## config.mk

```make
export PLATFORM = sky130hd
export DESIGN_NAME = mac_accumulator
export DESIGN_NICKNAME = d
export VERILOG_FILES = /design/src/rtl/mac_pkg.sv /design/src/rtl/sat_adder.sv /design/src/rtl/mac_accumulator.sv
export SDC_FILE = /design/constraint.sdc
export NUM_CORES = 1
export LEC_CHECK = 0
export BUFFER_PORTS_ARGS = -buffer_cell sky130_fd_sc_hd__buf_2
export CAP_MARGIN = 20
export CORE_MARGIN = 1
export CORE_UTILIZATION = 59
export DETAILED_ROUTE_END_ITERATION = 6
export PLACE_DENSITY = 0.77
export SLEW_MARGIN = 5
export SYNTH_ARGS = -nofsm -noshare
export SYNTH_HDL_FRONTEND = slang
export SYNTH_SLANG_ARGS = --single-unit
```

## constraint.sdc

```tcl
create_clock -name clk -period 5.1 [get_ports clk]
set_input_delay 0.765 -clock clk [delete_from_list [all_inputs] [get_ports clk]]
set_output_delay 0.765 -clock clk [all_outputs]
set_load 0.1 [all_outputs]
```

## src/rtl/mac_pkg.sv

```systemverilog
// Shared types and constants for the MAC accumulate stage.
package mac_pkg;

  typedef enum logic {ACC, DONE} state_t;

  localparam int OUT_WIDTH_DEF = 16;
  localparam int ACC_WIDTH_DEF = 24;
  localparam int NUM_TERMS_DEF = 8;

  function automatic logic signed [63:0] sat_max(input int width);
    return (64'sd1 <<< (width - 1)) - 64'sd1;
  endfunction

  function automatic logic signed [63:0] sat_min(input int width);
    return -(64'sd1 <<< (width - 1));
  endfunction

endpackage

```

## src/rtl/sat_adder.sv

```systemverilog
// Combinational saturating add of a sign-extended product onto the accumulator.
module sat_adder
  import mac_pkg::*;
#(
  parameter int outWidth = OUT_WIDTH_DEF,
  parameter int accWidth = ACC_WIDTH_DEF
) (
  input  logic [accWidth-1:0] acc,
  input  logic [outWidth-1:0] inData,
  output logic [accWidth-1:0] sum,
  output logic                ovf
);

  localparam logic [accWidth-1:0] MAX_V = accWidth'(sat_max(accWidth));
  localparam logic [accWidth-1:0] MIN_V = accWidth'(sat_min(accWidth));

  logic [accWidth:0] wide;

  // One guard bit is enough: the product never exceeds the accumulator width.
  assign wide = {acc[accWidth-1], acc}
              + {{(accWidth + 1 - outWidth){inData[outWidth-1]}}, inData};
  assign ovf  = wide[accWidth] ^ wide[accWidth-1];
  assign sum  = ovf ? (wide[accWidth] ? MIN_V : MAX_V) : wide[accWidth-1:0];

endmodule

```

## src/rtl/mac_accumulator.sv

```systemverilog
// Sums numTerms signed products into a saturating accumulator and hands each
// finished sum downstream over a valid/ready handshake.
//   state | meaning
//   ACC   | accepting products, building the running sum
//   DONE  | result presented on outData, waiting for outReady
module mac_accumulator
  import mac_pkg::*;
#(
  parameter int outWidth = OUT_WIDTH_DEF,
  parameter int accWidth = ACC_WIDTH_DEF,
  parameter int numTerms = NUM_TERMS_DEF
) (
  input  logic                clk,
  input  logic                rst_n,
  input  logic                clr,
  input  logic                inValid,
  output logic                inReady,
  input  logic [outWidth-1:0] inData,
  output logic                outValid,
  input  logic                outReady,
  output logic [accWidth-1:0] outData,
  output logic                ovf
);

  localparam int CNT_W = (numTerms > 1) ? $clog2(numTerms) : 1;
  localparam logic [CNT_W-1:0] LAST = CNT_W'(numTerms - 1);

  state_t              state;
  logic [accWidth-1:0] acc;
  logic [accWidth-1:0] sum;
  logic                sum_ovf;
  logic                ovf_int;
  logic [CNT_W-1:0]    cnt;
  logic                accept;

  sat_adder #(
    .outWidth(outWidth),
    .accWidth(accWidth)
  ) u_sat_adder (
    .acc   (acc),
    .inData(inData),
    .sum   (sum),
    .ovf   (sum_ovf)
  );

  assign accept = inValid && inReady;

  always_ff @(posedge clk or negedge rst_n) begin
    if (!rst_n) begin
      state    <= ACC;
      acc      <= '0;
      cnt      <= '0;
      ovf_int  <= 1'b0;
      ovf      <= 1'b0;
      outData  <= '0;
      outValid <= 1'b0;
      inReady  <= 1'b1;
    end else if (clr) begin
      // Abort wins over everything, including an input offered this cycle.
      state    <= ACC;
      acc      <= '0;
      cnt      <= '0;
      ovf_int  <= 1'b0;
      ovf      <= 1'b0;
      outData  <= '0;
      outValid <= 1'b0;
      inReady  <= 1'b1;
    end else begin
      case (state)
        ACC: begin
          if (accept) begin
            acc     <= sum;
            ovf_int <= ovf_int | sum_ovf;
            if (cnt == LAST) begin
              state    <= DONE;
              cnt      <= '0;
              outData  <= sum;
              ovf      <= ovf_int | sum_ovf;
              outValid <= 1'b1;
              inReady  <= 1'b0;
            end else begin
              cnt <= cnt + 1'b1;
            end
          end
        end
        DONE: begin
          if (outReady) begin
            state    <= ACC;
            acc      <= '0;
            ovf_int  <= 1'b0;
            ovf      <= 1'b0;
            outValid <= 1'b0;
            inReady  <= 1'b1;
          end
        end
        default: state <= ACC;
      endcase
    end
  end

endmodule

```

==> metrics list <==
- The die covers 6580 sq um.
- Entering global routing, the biggest net connects 57 pins.
- I/O pin count: 48
- Setup violation total in the final timing report: 0
- Cell family contributing the most delay on the critical path: compound AO/OA/AOI/OAI gates
- Clock latency on the worst-skew pair, taken at its later pin, is 320 ps.
- In this run the core area contains 28 standard-cell rows.
- Cell area power density: 420 nW/um^2
* Placeable core area: 5990 sq um
* Post-cts hold buffer count: 0
- Worst EP arrival: 4050 ps
* Max clock buf depth: 2
- Across all layers, the routed design uses 3126 vias.
* Leakage Power: 2.03 nW
- Wire length of the first global-routing pass: 14500 microns
* Last weighted congestion value of the routability-driven placer: 0.898
- Mapped Avg Cell Area: 9.54 sq um
- Headroom to the max-slew limit came out at 32.8%.
* Buffers added on ports: 47
* Register area share after synthesis: 38.0%
- Final-layout fill cell count: 503
- The detailed router finished its first iteration with 153 violations.
- H-tree levels: 2
- Share of post-route cells with drive strength above 1: 18.9%
- The signal on the critical path passes through buf_2 -> ha_1 -> fa_1 -> a211oi_2 -> o211ai_1 -> a221oi_2 -> nor3_2 -> nor2_2 -> a2bb2oi_2 -> nand2_1 -> a22o_2.
* Grt total ovfl: 0
* Buffering stage count on the worst path with inverters included: 1
- Area share of the largest cell type after synthesis: 37.3%
- Yosys printed 0 warnings.
- Initial standard-cell utilization of the core: 61.7%
* Detail-routed via count per cell: 6.20
- Transition at the pin with the smallest max-transition slack: 1000 ps
* Post-layout net count: 476
- Initial antenna violation count: 0
- Summed area of non-filler cells in the final layout: 4080 sq um
- Synthesis produced 387 cells.
- Crit path largest cell delay: 760 ps
- Detailed placement finished with a half-perimeter wire length of 6170 microns.
* Area of placed instances: 3950 sq um
* Number of enable-type register cells in the synthesized netlist: 0
- The synthesized design spends more area on one cell type than any other, namely sky130_fd_sc_hd__dfrtp_1.
- Number of distinct library cells after synthesis: 58
* Detail Route Antenna Nets: 0
- In this run, post-CTS repair resized a total of 0 instances.
- The number of global-route vias before repair was 3098.
* Max-cap violation count: 0
* Setup Fix Bufs, Post-CTS: 0
- Counting every sink on the clock net gives 56.
* Net count of the mapped netlist: 435
- Status: complete, no violations
- Synthesis inferred 56 register bits.
* Detailed-routing iteration count for the pre-antenna-repair pass: 5
- From left edge to right edge, the die measures 81.1 microns.
- Classification of the worst-slack hold path: reg2reg
- Primary FF master, synth: sky130_fd_sc_hd__dfrtp_1
- STA puts the critical path data required time at 5320 ps.
* Area growth from synthesis to layout: 10.5%
* Power consumption: 0.00171 W
* Gr usage total: 28.4%
* Nature of the critical path endpoint: flop
* Peak Freq: 261 MHz
- FFs w/ async S/R, synth: 100%
- After clock tree synthesis, the clock-pin slew on the worst setup and hold paths is 110 ps.
- Root cell of the clock tree: sky130_fd_sc_hd__clkbuf_8
- By startpoint and endpoint, the worst setup path is classified as in2reg.
- By area the synthesized netlist is led by sky130_fd_sc_hd__dfrtp_1 (37%), sky130_fd_sc_hd__ha_1 (8.8%), sky130_fd_sc_hd__a22o_1 (6.9%), sky130_fd_sc_hd__a21oi_1 (4.7%), sky130_fd_sc_hd__nand2_1 (4.7%).
- The number of hold violations in the final report is 0.
- Summed instance area of the synthesized netlist: 3690 sq um
- The slowest stage of the critical path belongs to the cell sky130_fd_sc_hd__a2bb2oi_2.
- TritonCTS clock tree: yes
* Setup repair after global routing missed its margin: false
- Launching element type of the critical path: input port
* Count of final max-slew check failures: 0
- Number of buffers created by CTS: 5
- Total negative slack: 0 ps
- After detailed routing, the average wire length per cell comes to 17.1 microns.
- DIE HEIGHT: 81.1 microns
- Total detailed-routing wirelength: 8600 microns
* Biggest fanout along the worst timing path: 20
- Largest clock skew in the final design: 12.9 ps
- Final period util: 75.1%
- In the routed design, unresolved DRC markers number 0.
- Subtracting the final worst setup slack from the clock period gives 3830 ps.
- The repair_antennas step left the layout with diodes totalling 0.
- Across the VDD grid, the largest voltage drop is 0.207 mV.
[through the flow]
step	hold slack (ps)	setup slack (ps)	utilization, %	cells
2_1_floorplan	454	1810	-	387
4_1_cts	492	1240	68.1	504
5_1_grt	525	998	68.1	504
6_report	488	1270	68.1	504
3_5_place_dp	469	905	65.9	496
3_3_place_gp	464	1050	65.9	496
[path summary, 6_finish.rpt]
kind | startpoint | endpoint | slack (ps) | cells past startpoint
worst max-delay path | inData[0] | acc[14]$_DFFE_PN0P_ | 1270 | 11
worst min-delay path | outData[21]$_DFFE_PN0P_ | outData[21]$_DFFE_PN0P_ | 490 | 2
worst max register to register | acc[0]$_DFFE_PN0P_ | acc[14]$_DFFE_PN0P_ | 1440 | 10
worst min register to register | outData[21]$_DFFE_PN0P_ | outData[21]$_DFFE_PN0P_ | 490 | 2
max in group asynchronous | rst_n | outData[11]$_DFFE_PN0P_ | 4060 | 2
min in group asynchronous | rst_n | acc[15]$_DFFE_PN0P_ | 550 | 2
[layout by cell type, fill, tap and decap left out, drive strengths merged, types with 13 or more instances in the layout]
master and count:
inv 15, nor2 23, xor2 13, nand2 46, dfrtp 55, o21ai 25, buf 50, a22o 38
ha 26, a21oi 35
[sequential cells by signal (all words and copies together), names as in the netlist]
| name | count |
|---|---|
| outValid | 1 |
| acc | 24 |
| inReady | 1 |
| outData | 24 |
| ovf_int | 1 |
| ovf | 1 |
| cnt | 3 |
| state | 1 |
[synth_stat cells, types with 2 or more instances]
master	instances
sky130_fd_sc_hd__dfrtp_1	55
sky130_fd_sc_hd__nand2_1	46
sky130_fd_sc_hd__a21oi_1	35
sky130_fd_sc_hd__a22o_1	29
sky130_fd_sc_hd__ha_1	26
sky130_fd_sc_hd__nor2_1	22
sky130_fd_sc_hd__o21ai_0	22
sky130_fd_sc_hd__inv_1	15
sky130_fd_sc_hd__xor2_1	13
sky130_fd_sc_hd__a22o_2	9
sky130_fd_sc_hd__xnor2_1	8
sky130_fd_sc_hd__clkbuf_1	7
sky130_fd_sc_hd__nand3_1	7
sky130_fd_sc_hd__o211ai_1	7
sky130_fd_sc_hd__a21o_1	6
sky130_fd_sc_hd__a31oi_1	5
sky130_fd_sc_hd__maj3_1	5
sky130_fd_sc_hd__mux2i_1	5
sky130_fd_sc_hd__nor3_1	5
sky130_fd_sc_hd__a211oi_1	4
sky130_fd_sc_hd__buf_2	4
sky130_fd_sc_hd__buf_6	3
sky130_fd_sc_hd__nand2b_1	3
sky130_fd_sc_hd__nand4_1	3
sky130_fd_sc_hd__a211o_1	2
sky130_fd_sc_hd__a221o_1	2
sky130_fd_sc_hd__a221o_2	2
sky130_fd_sc_hd__and2_1	2
sky130_fd_sc_hd__buf_4	2
sky130_fd_sc_hd__nor3_4	2
sky130_fd_sc_hd__o21a_1	2
sky130_fd_sc_hd__o21ai_2	2
sky130_fd_sc_hd__o21bai_1	2
[tightest hold or removal path: cells and delay by family (launching register included)]
kind | cells | cell delay, ps
simple gates | 1 | 40
compound gates | 1 | 60
flops | 1 | 350
[layout make-up]
type,count,area [sq um],area share [%]
clock buffer,6,72.6,1.78
clock inverter,2,60.1,1.47
inverter,15,56.3,1.38
multi-input combinational,300,2140,52.4
sequential,56,1400,34.4
tap,75,93.8,2.30
timing repair buffer,50,258,6.31
[power by group]
| part | internal [W] | leakage, nW | switching, W |
|---|---|---|---|
| sequential | 0.000500 | 0.760 | 0.0000392 |
| clock | 0.000197 | 0.0654 | 0.000152 |
| combinational | 0.000330 | 1.20 | 0.000496 |
[cells by family (layout without fill, tap and decap cells)]
logic type	Yosys count	count (layout)	share of synthesized area, %
compound gates	143	143	28.3
simple gates	99	99	12.6
flops	56	56	38.0
fa+ha+maj	32	32	10.7
buf+inv	31	73	4.10
xor+xnor	21	21	4.98
mux	5	5	1.36
[metal layers]
metal	GRT usage [%]	vias up	part of all wire (%)
met5	0	-	0
met4	6.61	0	0.73
met3	4.27	7	4.3
met2	48.4	77	48
met1	37.8	1519	47
li1	-	1523	-
(Power assumes the default switching activity.)
